File: config.mk
export PLATFORM = sky130hd
export DESIGN_NAME = coefficient_receiver
export DESIGN_NICKNAME = d
export VERILOG_FILES = /design/src/rtl/coeff_pkg.sv /design/src/rtl/coeff_shadow_bank.sv /design/src/rtl/coefficient_receiver.sv
export SDC_FILE = /design/constraint.sdc
export NUM_CORES = 1
export LEC_CHECK = 0
export CORE_UTILIZATION = 35
export CTS_CLUSTER_DIAMETER = 50
export CTS_CLUSTER_SIZE = 8
export DETAILED_ROUTE_END_ITERATION = 8
export GPL_TIMING_DRIVEN = 0
export PLACE_DENSITY = 0.55
export SLEW_MARGIN = 20
export SYNTH_ARGS = -nofsm -noshare
export SYNTH_HDL_FRONTEND = slang
export SYNTH_SLANG_ARGS = --single-unit
File: constraint.sdc
create_clock -name clk -period 13.3 [get_ports clk]
set_input_delay 2.66 -clock clk [delete_from_list [all_inputs] [get_ports clk]]
set_output_delay 2.66 -clock clk [all_outputs]
set_load 0.01 [all_outputs]
File: src/rtl/coeff_pkg.sv
// rtl/coeff_pkg.sv - shared types and default sizes for the coefficient receiver
package coeff_pkg;

    localparam int DEFAULT_DATA_W    = 16;
    localparam int DEFAULT_NUM_COEFF = 4;
    localparam int DEFAULT_WRITE_LAT = 2;

    typedef enum logic [1:0] {
        IDLE   = 2'd0,
        WRITE  = 2'd1,
        COMMIT = 2'd2
    } rx_state_t;

    typedef logic [DEFAULT_DATA_W-1:0] coeff_t;

endpackage

File: src/rtl/coeff_shadow_bank.sv
// rtl/coeff_shadow_bank.sv - shadow/active coefficient storage with valid mask and atomic commit
module coeff_shadow_bank #(
    parameter int DATA_W    = 16,
    parameter int NUM_COEFF = 4,
    parameter int IDX_W     = $clog2(NUM_COEFF)
) (
    input  logic                        clk,
    input  logic                        reset,
    input  logic                        wr_en,
    input  logic [IDX_W-1:0]            wr_idx,
    input  logic [DATA_W-1:0]           wr_data,
    input  logic                        commit,
    input  logic                        clear,
    output logic [NUM_COEFF-1:0]        mask,
    output logic [NUM_COEFF*DATA_W-1:0] coeffs_active
);

    logic [DATA_W-1:0] shadow [NUM_COEFF];
    logic [DATA_W-1:0] active [NUM_COEFF];

    // Shadow writes fill the mask; commit copies the whole shadow bank in one edge.
    always_ff @(posedge clk or posedge reset) begin
        if (reset) begin
            for (int i = 0; i < NUM_COEFF; i++) begin
                shadow[i] <= '0;
                active[i] <= '0;
            end
            mask <= '0;
        end else begin
            if (commit) begin
                for (int i = 0; i < NUM_COEFF; i++) begin
                    active[i] <= shadow[i];
                end
                mask <= '0;
            end else if (clear) begin
                mask <= '0;
            end else if (wr_en) begin
                shadow[wr_idx] <= wr_data;
                mask[wr_idx]   <= 1'b1;
            end
        end
    end

    genvar g;
    generate
        for (g = 0; g < NUM_COEFF; g++) begin : g_flat
            assign coeffs_active[g*DATA_W +: DATA_W] = active[g];
        end
    endgenerate

endmodule

File: src/rtl/coefficient_receiver.sv
// rtl/coefficient_receiver.sv - coefficient-load responder FSM; COEFF_ORDER_CHECK_EN enables strict index order
module coefficient_receiver
    import coeff_pkg::*;
#(
    parameter int  DATA_W    = DEFAULT_DATA_W,
    parameter int  NUM_COEFF = DEFAULT_NUM_COEFF,
    parameter int  WRITE_LAT = DEFAULT_WRITE_LAT,
    localparam int IDX_W     = $clog2(NUM_COEFF)
) (
    input  logic                        clk,
    input  logic                        reset,
    input  logic                        load_coeff,
    input  logic [IDX_W-1:0]            coefficient_num,
    input  logic [DATA_W-1:0]           coeff_data,
    output logic                        modwait,
    output logic [NUM_COEFF*DATA_W-1:0] coeffs_active,
    output logic                        set_loaded,
    output logic                        load_drop,
    output logic                        coeff_err
);

    localparam int CNT_W = $clog2(WRITE_LAT + 1);
    localparam logic [CNT_W-1:0] CNT_INIT = CNT_W'(WRITE_LAT - 1);

    rx_state_t             state;
    logic [CNT_W-1:0]      cnt;
    logic [NUM_COEFF-1:0]  mask;
    logic                  wr_en;
    logic                  clear;
    logic                  commit;

`ifdef COEFF_ORDER_CHECK_EN
    logic [IDX_W-1:0]      exp_idx;
    logic                  err_q;
`endif

    // An accepted strobe either writes the shadow bank or, on an order violation, clears the partial set.
    always_comb begin
        wr_en = 1'b0;
        clear = 1'b0;
        if (state == IDLE && load_coeff) begin
`ifdef COEFF_ORDER_CHECK_EN
            if (coefficient_num != exp_idx) begin
                clear = 1'b1;
            end else begin
                wr_en = 1'b1;
            end
`else
            wr_en = 1'b1;
`endif
        end
    end

    assign commit = (state == COMMIT);

    // Handshake FSM: busy counter, registered modwait and one-cycle status pulses.
    always_ff @(posedge clk or posedge reset) begin
        if (reset) begin
            state      <= IDLE;
            cnt        <= '0;
            modwait    <= 1'b0;
            set_loaded <= 1'b0;
            load_drop  <= 1'b0;
        end else begin
            set_loaded <= 1'b0;
            load_drop  <= 1'b0;
            case (state)
                IDLE: begin
                    if (load_coeff) begin
                        state   <= WRITE;
                        cnt     <= CNT_INIT;
                        modwait <= 1'b1;
                    end
                end
                WRITE: begin
                    if (load_coeff) begin
                        load_drop <= 1'b1;
                    end
                    if (cnt == '0) begin
                        if (&mask) begin
                            state <= COMMIT;
                        end else begin
                            state   <= IDLE;
                            modwait <= 1'b0;
                        end
                    end else begin
                        cnt <= cnt - 1'b1;
                    end
                end
                COMMIT: begin
                    if (load_coeff) begin
                        load_drop <= 1'b1;
                    end
                    state      <= IDLE;
                    modwait    <= 1'b0;
                    set_loaded <= 1'b1;
                end
                default: begin
                    state   <= IDLE;
                    modwait <= 1'b0;
                end
            endcase
        end
    end

`ifdef COEFF_ORDER_CHECK_EN
    // Expected-index tracking; any out-of-order strobe latches a sticky error.
    always_ff @(posedge clk or posedge reset) begin
        if (reset) begin
            exp_idx <= '0;
            err_q   <= 1'b0;
        end else if (commit) begin
            exp_idx <= '0;
        end else if (clear) begin
            exp_idx <= '0;
            err_q   <= 1'b1;
        end else if (wr_en) begin
            exp_idx <= exp_idx + 1'b1;
        end
    end

    assign coeff_err = err_q;
`else
    assign coeff_err = 1'b0;
`endif

    coeff_shadow_bank #(
        .DATA_W    (DATA_W),
        .NUM_COEFF (NUM_COEFF),
        .IDX_W     (IDX_W)
    ) u_bank (
        .clk           (clk),
        .reset         (reset),
        .wr_en         (wr_en),
        .wr_idx        (coefficient_num),
        .wr_data       (coeff_data),
        .commit        (commit),
        .clear         (clear),
        .mask          (mask),
        .coeffs_active (coeffs_active)
    );

endmodule

* Word-level counts from Yosys, hierarchy flattened
Index checks and enable logic that the tools add are counted.
Storage, ports and cells: memory bits (read-only) 0, latch bits 0, memories 0, register bits 139, logic and storage cells 62, bits in writable memories 0
Operators by class: muxes and demuxes 21, divide/modulo/power cells 0, $add $sub $neg 1, bitwise operators 3, magnitude comparators 4, multipliers 0, shift-type cells 0, equality and inequality tests 6, reductions and logical operators 13
Operator list (number):
- bitwise mux 64 bit | 1
- demux 16 bit (select 2 bit) | 1
- 2-to-1 mux 16 bit | 1
- 2-to-1 mux 1 bit | 8
- 2-to-1 mux 2 bit | 4
- 2-to-1 mux 4 bit | 2
- != test 2 bit, second input constant | 4
- one-hot mux 2 bit (2 select lines) | 2
- AND reduction 3 bit | 2
- logical NOT 2 bit | 2
- bitwise OR 4 bit | 1
- AND reduction 2 bit | 2
- AND reduction 4 bit | 1
- nonzero test 2 bit | 2
- greater-or-equal comparator 3 bit, second input constant | 1
- logical AND 1 bit | 3
- < comparator 2 x 3 -> 1 bit, second input constant | 1
- < comparator 3 x 1 -> 1 bit, second input constant | 1
- inverter 2 -> 3 bit | 1
- demux 1 bit (select 2 bit) | 1
- == test 2 x 1 -> 1 bit, second input constant | 1
- == test 2 bit, second input constant | 1
- greater-or-equal comparator 2 x 1 -> 1 bit, second input constant | 1
- one-hot mux 1 bit (2 select lines) | 1
- other kinds (3) | 3

* Depth between registers and ports, before layout
Gate-level depths: netlist (run 1).
depth after elaboration 7, gate-level depth with buffers 7, mapped depth without buffers 5

* Hierarchy
From an unflattened synthesis (run 1), not the netlist that was laid out.
Unflattened totals: cells, all modules 328, area, all modules 5501.5 um^2
By module, submodules not included:
- coeff_shadow_bank | times used 1, area an instance 5078.6 um^2, cells an instance 285
- coefficient_receiver | times used 1, area an instance 422.9 um^2, cells an instance 43

* Worst setup path before layout (run 1)
No wires, ideal clock.
path type input-to-reg, from input port coefficient_num[1], to register u_bank.shadow[48] (netlist bit), data required time 13.175 ns, cell stages on the path 4, setup time 0.125 ns, data arrival time 3.730 ns, slack 9.445 ns, cell sequence or4_4 > buf_6 > buf_6 > mux2_4
On the way: word-level cells in the longest chain between the ends 6, elaborated cells on any way between the ends 7, those cells by class 2 x order compare; 3 x mux; 1 x bitwise; 1 x reduce/logical
Ends and longest elaborated chain:
- start: declaration | line coefficient_receiver.sv:13 | input logic [IDX_W-1:0] coefficient_num,
- inverter 2 -> 3 bit (implied by the code) * | line coeff_shadow_bank.sv:38 | shadow[wr_idx] <= wr_data;
- greater-or-equal comparator 3 bit (implied by the code) or < comparator 3 x 1 -> 1 bit (tied branches) | line coeff_shadow_bank.sv:38
- logical AND 1 bit (implied by the code) | line coeff_shadow_bank.sv:38
- 2-to-1 mux 16 bit (implied by the code) | line coeff_shadow_bank.sv:38
- demux 16 bit (select 2 bit) * | line coeff_shadow_bank.sv:38
- bitwise mux 64 bit * | line coeff_shadow_bank.sv:38
- end signal: indexed assignment | line coeff_shadow_bank.sv:38
- end: declaration | line coeff_shadow_bank.sv:18 | logic [DATA_W-1:0] shadow [NUM_COEFF];
Mark *: on every way between the ends. The rest lies on a longest branch, timed or not. A chain may end at the register's enable or synchronous reset.

* Worst setup path after layout (run 1)
from input port load_coeff, to register u_bank.shadow[24] (netlist bit)
On the way: word-level cells in the longest chain between the ends 3
Ends and longest elaborated chain:
- start: declaration | line coefficient_receiver.sv:12 | input logic load_coeff,
- logical AND 1 bit | line coefficient_receiver.sv:41 | if (state == IDLE && load_coeff) begin
- 2-to-1 mux 1 bit | line coefficient_receiver.sv:41
- AND reduction 2 bit (no line)
Every way passes these cells.

==> qor.txt, run 1 <==
status: complete, no violations
htree depth: 4
Pins Over Slew Limit: 0
wirelength, routed: 11,000 µm
Initial Util: 0.363
# IOs: 89
CTS sink cnt: 139
slowest stage cell, crit path: nor3_2
Slew @ Worst Pin: 0.767 ns
commonest cells in the netlist: dfrtp_1 (139), mux2_2 (121), inv_1 (9), mux2_4 (9), buf_2 (6)
share of cells above drive strength 1: 0.397
Resize count post-CTS: 0
vias in the first global route: 3,264
dpl cell area: 6490 µm²
worst-path cell chain: clkdlybuf4s50_1, nand2_1, nor3_2, buf_4, mux2_2
DRC viols: 0
sequential share of power: 0.393
Seq/Total Area, Yosys: 0.649
CTS tree: built
fin crit period: 4.39 ns
worst setup path endpoint: u_bank.shadow[24]
Core Util, Final: 0.485
fin crit share: 0.330
ys async rst share: 1.00
Die Ht: 126 µm
Critical Path RT: 13.60 ns
grt ovf: 0
synthesis-stage register bit count: 139
Fillers: 1,266
initial antenna violation count: 0
root buffer cell: clkbuf_16
Net Sw Frac: 0.269
path depth of the worst reg2reg path: 7
Net Sw Power: 0.498 mW
DR pass1 iterations: 4
Clock Skew: 0.00490 ns
internal power: 1.35 mW
Finished Cell Area: 7160 µm²
DIE AREA: 15,800 µm²
# hold bufs at CTS: 0
dominant synthesized flop cell: dfrtp_1
reg2reg start: state[0]
Synth Warn #: 0
Fmax: 0.228 GHz
Final setup viols: 0
area share of the largest cell type after synthesis: 0.649
Rows: 44
Die Wd: 126 µm
Reg2Reg Capture Point: u_bank.shadow[24]
Ant. Diodes: 0
Skew-Pair Late Insertion Delay: 0.42 ns
power share of the combinational group: 0.321
final net count: 461
Core Area: 14,800 µm²
Synth Net Count: 354
DR vias: 3,024
wire length per cell: 17.4 µm
CP Launch Point: load_coeff
reg2reg setup slack: 10.89 ns
critical path peak fanout: 10
critical path class: input pin to flip-flop
Routed Antenna Nets: 0
P_leak: 3.18 nW
mapped cell area: 5360 µm²
worst path arrival time: 4.69 ns
PwrDens: 258 nW/µm²
largest net degree at the start of global routing: 90
Hold WS: 0.487 ns
first-pass GRT wire length: 18,300 µm
most common cell in the netlist: dfrtp_1
Worst Hold Class: flip-flop to flip-flop
maxcap violations: 0
Setup TNS: 0 ns
clock buffer depth: 2
Gate Count Post-Synth: 328
top cells by area, synth: dfrtp_1 (65%), mux2_2 (25%), mux2_4 (2.5%)
Syn-to-layout area delta: 33.7%
routability congestion estimate from global placement: 0.711
DR vias/cell: 4.78
CTS buffer count: 17
RSZ-0062 raised after global routing: false
cell taking the most area after synthesis: dfrtp_1
IO Port Bufs: 87
drt initial violations: 129
Post-CTS Setup Bufs: 0
slew margin rel.: 0.486
max incr delay on CP: 0.64 ns
GRT Util Overall: 0.156
clock transition at the registers of the reported paths: 0.06 ns
library cells used by synthesis: 29
CP Capture Type: flip-flop
critical path launch point type: input pin
mean post-synth cell area: 16.3 µm²
final hold violation count: 0
Clk network pwr share: 0.286
detailed placer's ending HPWL: 7250 µm
EDFF count, synth: 0
VDD IR max: 105 µV
## layout make-up
type / count / area, µm² / share of cell area
Tap cell: 184 / 230 / 0.0321
Clock buffer: 21 / 480 / 0.0671
Multi-Input combinational cell: 165 / 1750 / 0.244
Clock inverter: 11 / 189 / 0.0264
Sequential cell: 139 / 3480 / 0.486
Inverter: 9 / 41.3 / 0.00577
Timing Repair Buffer: 88 / 898 / 0.125
Buffer: 15 / 93.8 / 0.0131
## cells in the final DEF, fill, tap and decap left out, drive strengths merged
| cell | n |
|---|---|
| o31ai | 1 |
| bufinv | 5 |
| nor3 | 1 |
| buf | 12 |
| mux2 | 130 |
| a21o | 2 |
| o21bai | 1 |
| dfrtp | 139 |
| nor2 | 2 |
| conb | 1 |
| nor2b | 1 |
| ha | 5 |
| a22o | 1 |
| nand2b | 4 |
| or4 | 1 |
| o22a | 1 |
| clkinvlp | 2 |
| clkinv | 4 |
| o211a | 1 |
| clkdlybuf4s50 | 87 |
| or3 | 1 |
| inv | 9 |
| nand2 | 3 |
| clkbuf | 25 |
| a22oi | 1 |
| nand3 | 2 |
| o21ai | 4 |
| and2 | 1 |
| a21oi | 1 |
## how the worst min path moves through the flow
stage                                 start                  endpoint  slack, ns  depth (start not counted)
after CTS                 u_bank.shadow[44]  u_bank.coeffs_active[28]       0.50                          1
after global routing      u_bank.shadow[32]  u_bank.coeffs_active[16]       0.51                          1
after floorplan              u_bank.mask[2]            u_bank.mask[2]       0.45                          1
final                        u_bank.mask[2]            u_bank.mask[2]       0.49                          1
after global placement       u_bank.mask[2]            u_bank.mask[2]       0.46                          1
after detailed placement     u_bank.mask[2]            u_bank.mask[2]       0.49                          1
## critical path: cells and delay by family
family	cells	cell delay, ns
buffers and inverters	2	0.91
multiplexers	1	0.36
AND/OR/NAND/NOR	2	0.76
## logic make-up after synthesis
| kind of cell | Yosys count | synth area share |
|---|---|---|
| other | 1 | 0.000700 |
| adder cells (fa/ha/maj) | 5 | 0.0117 |
| multiplexers | 130 | 0.280 |
| AND/OR/NAND/NOR | 16 | 0.0180 |
| AO/OA/AOI/OAI | 13 | 0.0168 |
| buffers and inverters | 24 | 0.0238 |
| flip-flops | 139 | 0.649 |
## sequential cells by signal, summed over array words and instances, names as in the netlist
signal                cells
u_bank.coeffs_active     64
u_bank.shadow            64
u_bank.mask               4
cnt                       2
state                     2
load_drop                 1
modwait                   1
set_loaded                1
## metrics by stage
stage	power, mW	setup WS [ns]	std cells
floorplan	1.06	6.92	328
global placement	1.32	4.99	599
detailed placement	1.34	8.46	600
global route	1.96	8.81	632
finish	1.85	8.91	632
CTS	1.88	8.91	632
## layer usage
metal | global-route usage | share of wire | routed length, µm
met5 | 0 | 0 | 0
met2 | 0.240 | 0.46 | 5110
met4 | 0.0624 | 0.015 | 169
met1 | 0.201 | 0.47 | 5150
met3 | 0.0544 | 0.052 | 578
## power groups by stage
stage / sequential (mW) / combinational [mW] / clock (mW)
3_3_place_gp: 0.729 / 0.587 / 0
3_5_place_dp: 0.736 / 0.604 / 0
4_1_cts: 0.731 / 0.606 / 0.541
6_report: 0.727 / 0.594 / 0.529
5_1_grt: 0.758 / 0.645 / 0.557
2_1_floorplan: 0.750 / 0.310 / 0
Power figures use the tool's default switching activity.
==> inputs of run 2 (changes only) <==
==> constraint.sdc (replaced) <==
create_clock -name clk -period 4.2 [get_ports clk]
set_input_delay 0.84 -clock clk [delete_from_list [all_inputs] [get_ports clk]]
set_output_delay 0.84 -clock clk [all_outputs]
set_load 0.01 [all_outputs]
==> qor.txt, run 2 (synthesis gave the netlist of run 1 again) <==
Hold Path End: u_bank.mask[2]
CP Capture Type: flip-flop
PwrDens: 808 nW/µm²
path depth of the worst reg2reg path: 7
min-delay src: u_bank.mask[2]
Reg2Reg Capture Point: u_bank.shadow[24]
DR vias/cell: 4.74
Die Ht: 126 µm
reg2reg setup slack: 1.80 ns
Routed Antenna Nets: 0
Skew-Pair Late Insertion Delay: 0.41 ns
initial antenna violation count: 0
Ant. Diodes: 0
wire length per cell: 17.1 µm
DRC viols: 0
status: complete, no violations
detailed placer's ending HPWL: 7310 µm
clock transition at the registers of the reported paths: 0.05 ns
# hold bufs at CTS: 0
Critical Path RT: 4.49 ns
VDD IR max: 350 µV
largest net degree at the start of global routing: 35
htree depth: 4
maxcap violations: 0
slew margin rel.: 0.489
Rows: 44
clock buffer depth: 2
IO Port Bufs: 87
overall power: 5.81 mW
Clock Skew: 0.00411 ns
CTS sink cnt: 139
Fillers: 1,302
Die Wd: 126 µm
RSZ-0062 raised after global routing: false
Slew @ Worst Pin: 0.766 ns
Fmax: 0.385 GHz
DR pass1 iterations: 4
Syn-to-layout area delta: 34.3%
most frequent cells in the layout: dfrtp_1 (139), mux2_2 (121), clkdlybuf4s50_1 (87)
CTS buffer count: 17
worst path arrival time: 2.89 ns
root buffer cell: clkbuf_16
grt ovf: 0
Worst Hold Class: flip-flop to flip-flop
critical path peak fanout: 10
final hold violation count: 0
# IOs: 89
P_leak: 3.19 nW
critical path launch point type: input pin
Pins Over Slew Limit: 0
critical path class: input pin to flip-flop
drt initial violations: 120
final net count: 464
first-pass GRT wire length: 18,000 µm
commonest non-fill, non-tap cell in the layout: dfrtp_1
hold-critical path depth: 1
Core Area: 14,800 µm²
CTS tree: built
share of cells above drive strength 1: 0.399
reg2reg start: state[0]
GRT Util Overall: 0.153
Setup TNS: 0 ns
Initial Util: 0.363
Post-CTS Setup Bufs: 0
routability congestion estimate from global placement: 0.713
placed instance count: 603
DR vias: 3,008
fin crit period: 2.60 ns
fin crit share: 0.618
Resize count post-CTS: 0
final cell count without fillers: 635
Final setup viols: 0
vias in the first global route: 3,256
wirelength, routed: 10,800 µm
DIE AREA: 15,800 µm²
-- run 2: worst max-delay path by stage --
| stage | from | slack [ns] | cells after the start | endpoint |
|---|---|---|---|---|
| finish | load_coeff | 1.60 | 5 | u_bank.shadow[24] |
| global route | load_coeff | 1.49 | 5 | u_bank.shadow[23] |
| CTS | load_coeff | 1.64 | 5 | u_bank.shadow[24] |
| detailed placement | load_coeff | 1.19 | 5 | u_bank.shadow[24] |
| global placement | reset | 0.39 | 2 | u_bank.shadow[58] |
| floorplan | reset | 1.62 | 1 | cnt[0] |
-- run 2: layer usage --
layer / share of wire / wire length (µm) / global-route usage / up-vias
li1: - / - / - / 1370
met1: 0.46 / 4960 / 0.196 / 1542
met2: 0.47 / 5100 / 0.231 / 79
met3: 0.057 / 623 / 0.0637 / 17
met4: 0.014 / 157 / 0.0574 / 0
met5: 0 / 0 / 0 / -
-- run 2: final cells by class --
class,instances,area (µm²),area share
Timing Repair Buffer,91,951,0.132
Buffer,15,93.8,0.0130
Inverter,9,37.5,0.00522
Clock buffer,20,457,0.0635
Multi-Input combinational cell,165,1750,0.243
Sequential cell,139,3480,0.484
Clock inverter,12,194,0.0270
Tap cell,184,230,0.0320
-- run 2: worst max-delay path, stage by stage --
cell             delay [ns]
clkdlybuf4s50_1        0.59
nand2_1                0.12
nor3_2                 0.63
buf_4                  0.35
mux2_2                 0.36
-- run 2: metrics by stage --
stage	instance area [µm²]	hold WS (ns)	setup slack, ns	util
detailed placement	6540	0.486	1.19	0.443
finish	7190	0.494	1.60	0.487
global route	7190	0.513	1.49	0.487
floorplan	5360	0.454	1.62	-
CTS	7190	0.500	1.64	0.487
global placement	6460	0.464	0.394	0.438
-- run 2: report_power, final --
group,internal [mW],switching [mW]
Clock,1.08,0.545
Combinational,1.19,0.686
Sequential,1.98,0.324
Total,4.25,1.56
==> inputs of run 3 (changes only) <==
--- a/config.mk
+++ b/config.mk
@@ -10,7 +10,7 @@
 export CTS_CLUSTER_SIZE = 8
 export DETAILED_ROUTE_END_ITERATION = 8
 export GPL_TIMING_DRIVEN = 0
-export PLACE_DENSITY = 0.55
+export PLACE_DENSITY = 0.58
 export SLEW_MARGIN = 20
 export SYNTH_ARGS = -nofsm -noshare
 export SYNTH_HDL_FRONTEND = slang
==> constraint.sdc (replaced) <==
create_clock -name clk -period 2.2 [get_ports clk]
set_input_delay 0.44 -clock clk [delete_from_list [all_inputs] [get_ports clk]]
set_output_delay 0.44 -clock clk [all_outputs]
set_load 0.01 [all_outputs]
==> qor.txt, run 3 (synthesis gave the netlist of run 1 again) <==
Fmax: 0.479 GHz
Skew-Pair Late Insertion Delay: 0.42 ns
Final setup viols: 0
critical path peak fanout: 10
Syn-to-layout area delta: 36.3%
grt ovf: 0
DR vias: 3,054
CTS sink cnt: 139
worst path arrival time: 2.38 ns
PwrDens: 1550 nW/µm²
Core Util, Final: 0.495
Hold WS: 0.405 ns
Ant. Diodes: 0
detailed placer's ending HPWL: 7390 µm
wire length per cell: 17.3 µm
VDD IR max: 646 µV
fin crit period: 2.09 ns
GRT Util Overall: 0.157
sequential share of power: 0.388
routed wl met2: 5220 µm
Slew @ Worst Pin: 0.778 ns
Fillers: 1,276
Critical Path RT: 2.50 ns
routability congestion estimate from global placement: 0.719
status: complete, no violations
Clk network pwr share: 0.289
RSZ-0062 raised after global routing: false
final hold violation count: 0
wirelength, routed: 11,000 µm
Worst Hold Class: input pin to async pin
DRC viols: 0
fin crit share: 0.949
highest metal used: met4
commonest non-fill, non-tap cell in the layout: dfrtp_1
internal power: 8.24 mW
Net Sw Frac: 0.271
PnR worst setup slack: 0.112 ns
Setup WS pre-CTS: -0.523 ns
Die Wd: 126 µm
overall power: 11.3 mW
power share of the combinational group: 0.322
IO Port Bufs: 87
vias in the first global route: 3,321
largest net degree at the start of global routing: 32
CTS buffer count: 17
CTS tree: built
critical path launch point type: flip-flop
drt initial violations: 110
maxcap violations: 0
root buffer cell: clkbuf_16
Initial Util: 0.363
DR vias/cell: 4.78
Net Sw Power: 3.06 mW
DR pass1 iterations: 4
Die Ht: 126 µm
P_leak: 3.24 nW
DIE AREA: 15,800 µm²
slew margin rel.: 0.481
Pins Over Slew Limit: 0
clock transition at the registers of the reported paths: 0.06 ns
Setup TNS: 0 ns
Core Area: 14,800 µm²
share of cells above drive strength 1: 0.413
Met3 Wirelength: 573 µm
Rows: 44
Clock Skew: 0.0112 ns
final net count: 468
critical path class: flip-flop to flip-flop
initial antenna violation count: 0
# IOs: 89
first-pass GRT wire length: 18,300 µm
most frequent cells in the layout: dfrtp_1 (139), mux2_2 (121), clkdlybuf4s50_1 (87)
htree depth: 4
CP Capture Type: flip-flop
clock buffer depth: 2
# hold bufs at CTS: 0
Routed Antenna Nets: 0
met1 WL: 5110 µm
[run 3: final timing paths]
kind                                            endpoint  cells past startpoint  slack (ns)              from
worst min register to register          u_bank.shadow[7]                      1        0.50  u_bank.shadow[7]
worst max-delay path                   u_bank.shadow[50]                      7        0.11          state[0]
min in group clk                        u_bank.shadow[7]                      1        0.50  u_bank.shadow[7]
worst max register to register         u_bank.shadow[50]                      7        0.11          state[0]
worst min-delay path                   u_bank.shadow[19]                      2        0.40             reset
max in group asynchronous       u_bank.coeffs_active[28]                      5        0.92             reset
[run 3: power groups by stage]
stage	clock network, mW	registers [mW]	logic, mW
final	3.27	4.39	3.64
after global placement	0	4.38	3.56
after floorplan	0	4.53	1.87
after detailed placement	0	4.44	3.66
after CTS	3.34	4.41	3.69
after global routing	3.45	4.57	3.94
[run 3: per-stage QoR]
stage	area (µm²)	instances
after CTS	7280	637
final	7300	639
after global routing	7300	639
after global placement	6460	599
after detailed placement	6580	604
after floorplan	5360	328
[run 3: timing repair]
item	4_1_cts	5_1_grt
buffers inserted	1	2
setup endpoints to repair	53	27
resized for setup	4	3
pin swaps	1	1
[run 3: layout make-up]
cell class / count / area (µm²) / area share
flip-flops and latches: 139 / 3480 / 0.476
multi-input cells: 165 / 1770 / 0.242
repair buffers: 95 / 1010 / 0.138
clock buffers: 18 / 439 / 0.0602
clock inverters: 14 / 240 / 0.0329
well taps: 184 / 230 / 0.0315
plain buffers: 15 / 100 / 0.0137
inverters: 9 / 37.5 / 0.00514
[run 3: metal layers]
layer	vias to the layer above	track usage
met4	0	0.0646
li1	1376	-
met3	11	0.0535
met2	80	0.241
met5	-	0
met1	1587	0.204
[run 3: critical path: stages (launching register included)]
cell	delay (ns)
dfrtp_1	0.37
inv_1	0.09
ha_2	0.22
buf_6	0.13
or4_4	0.52
buf_6	0.16
buf_6	0.17
mux2_4	0.30
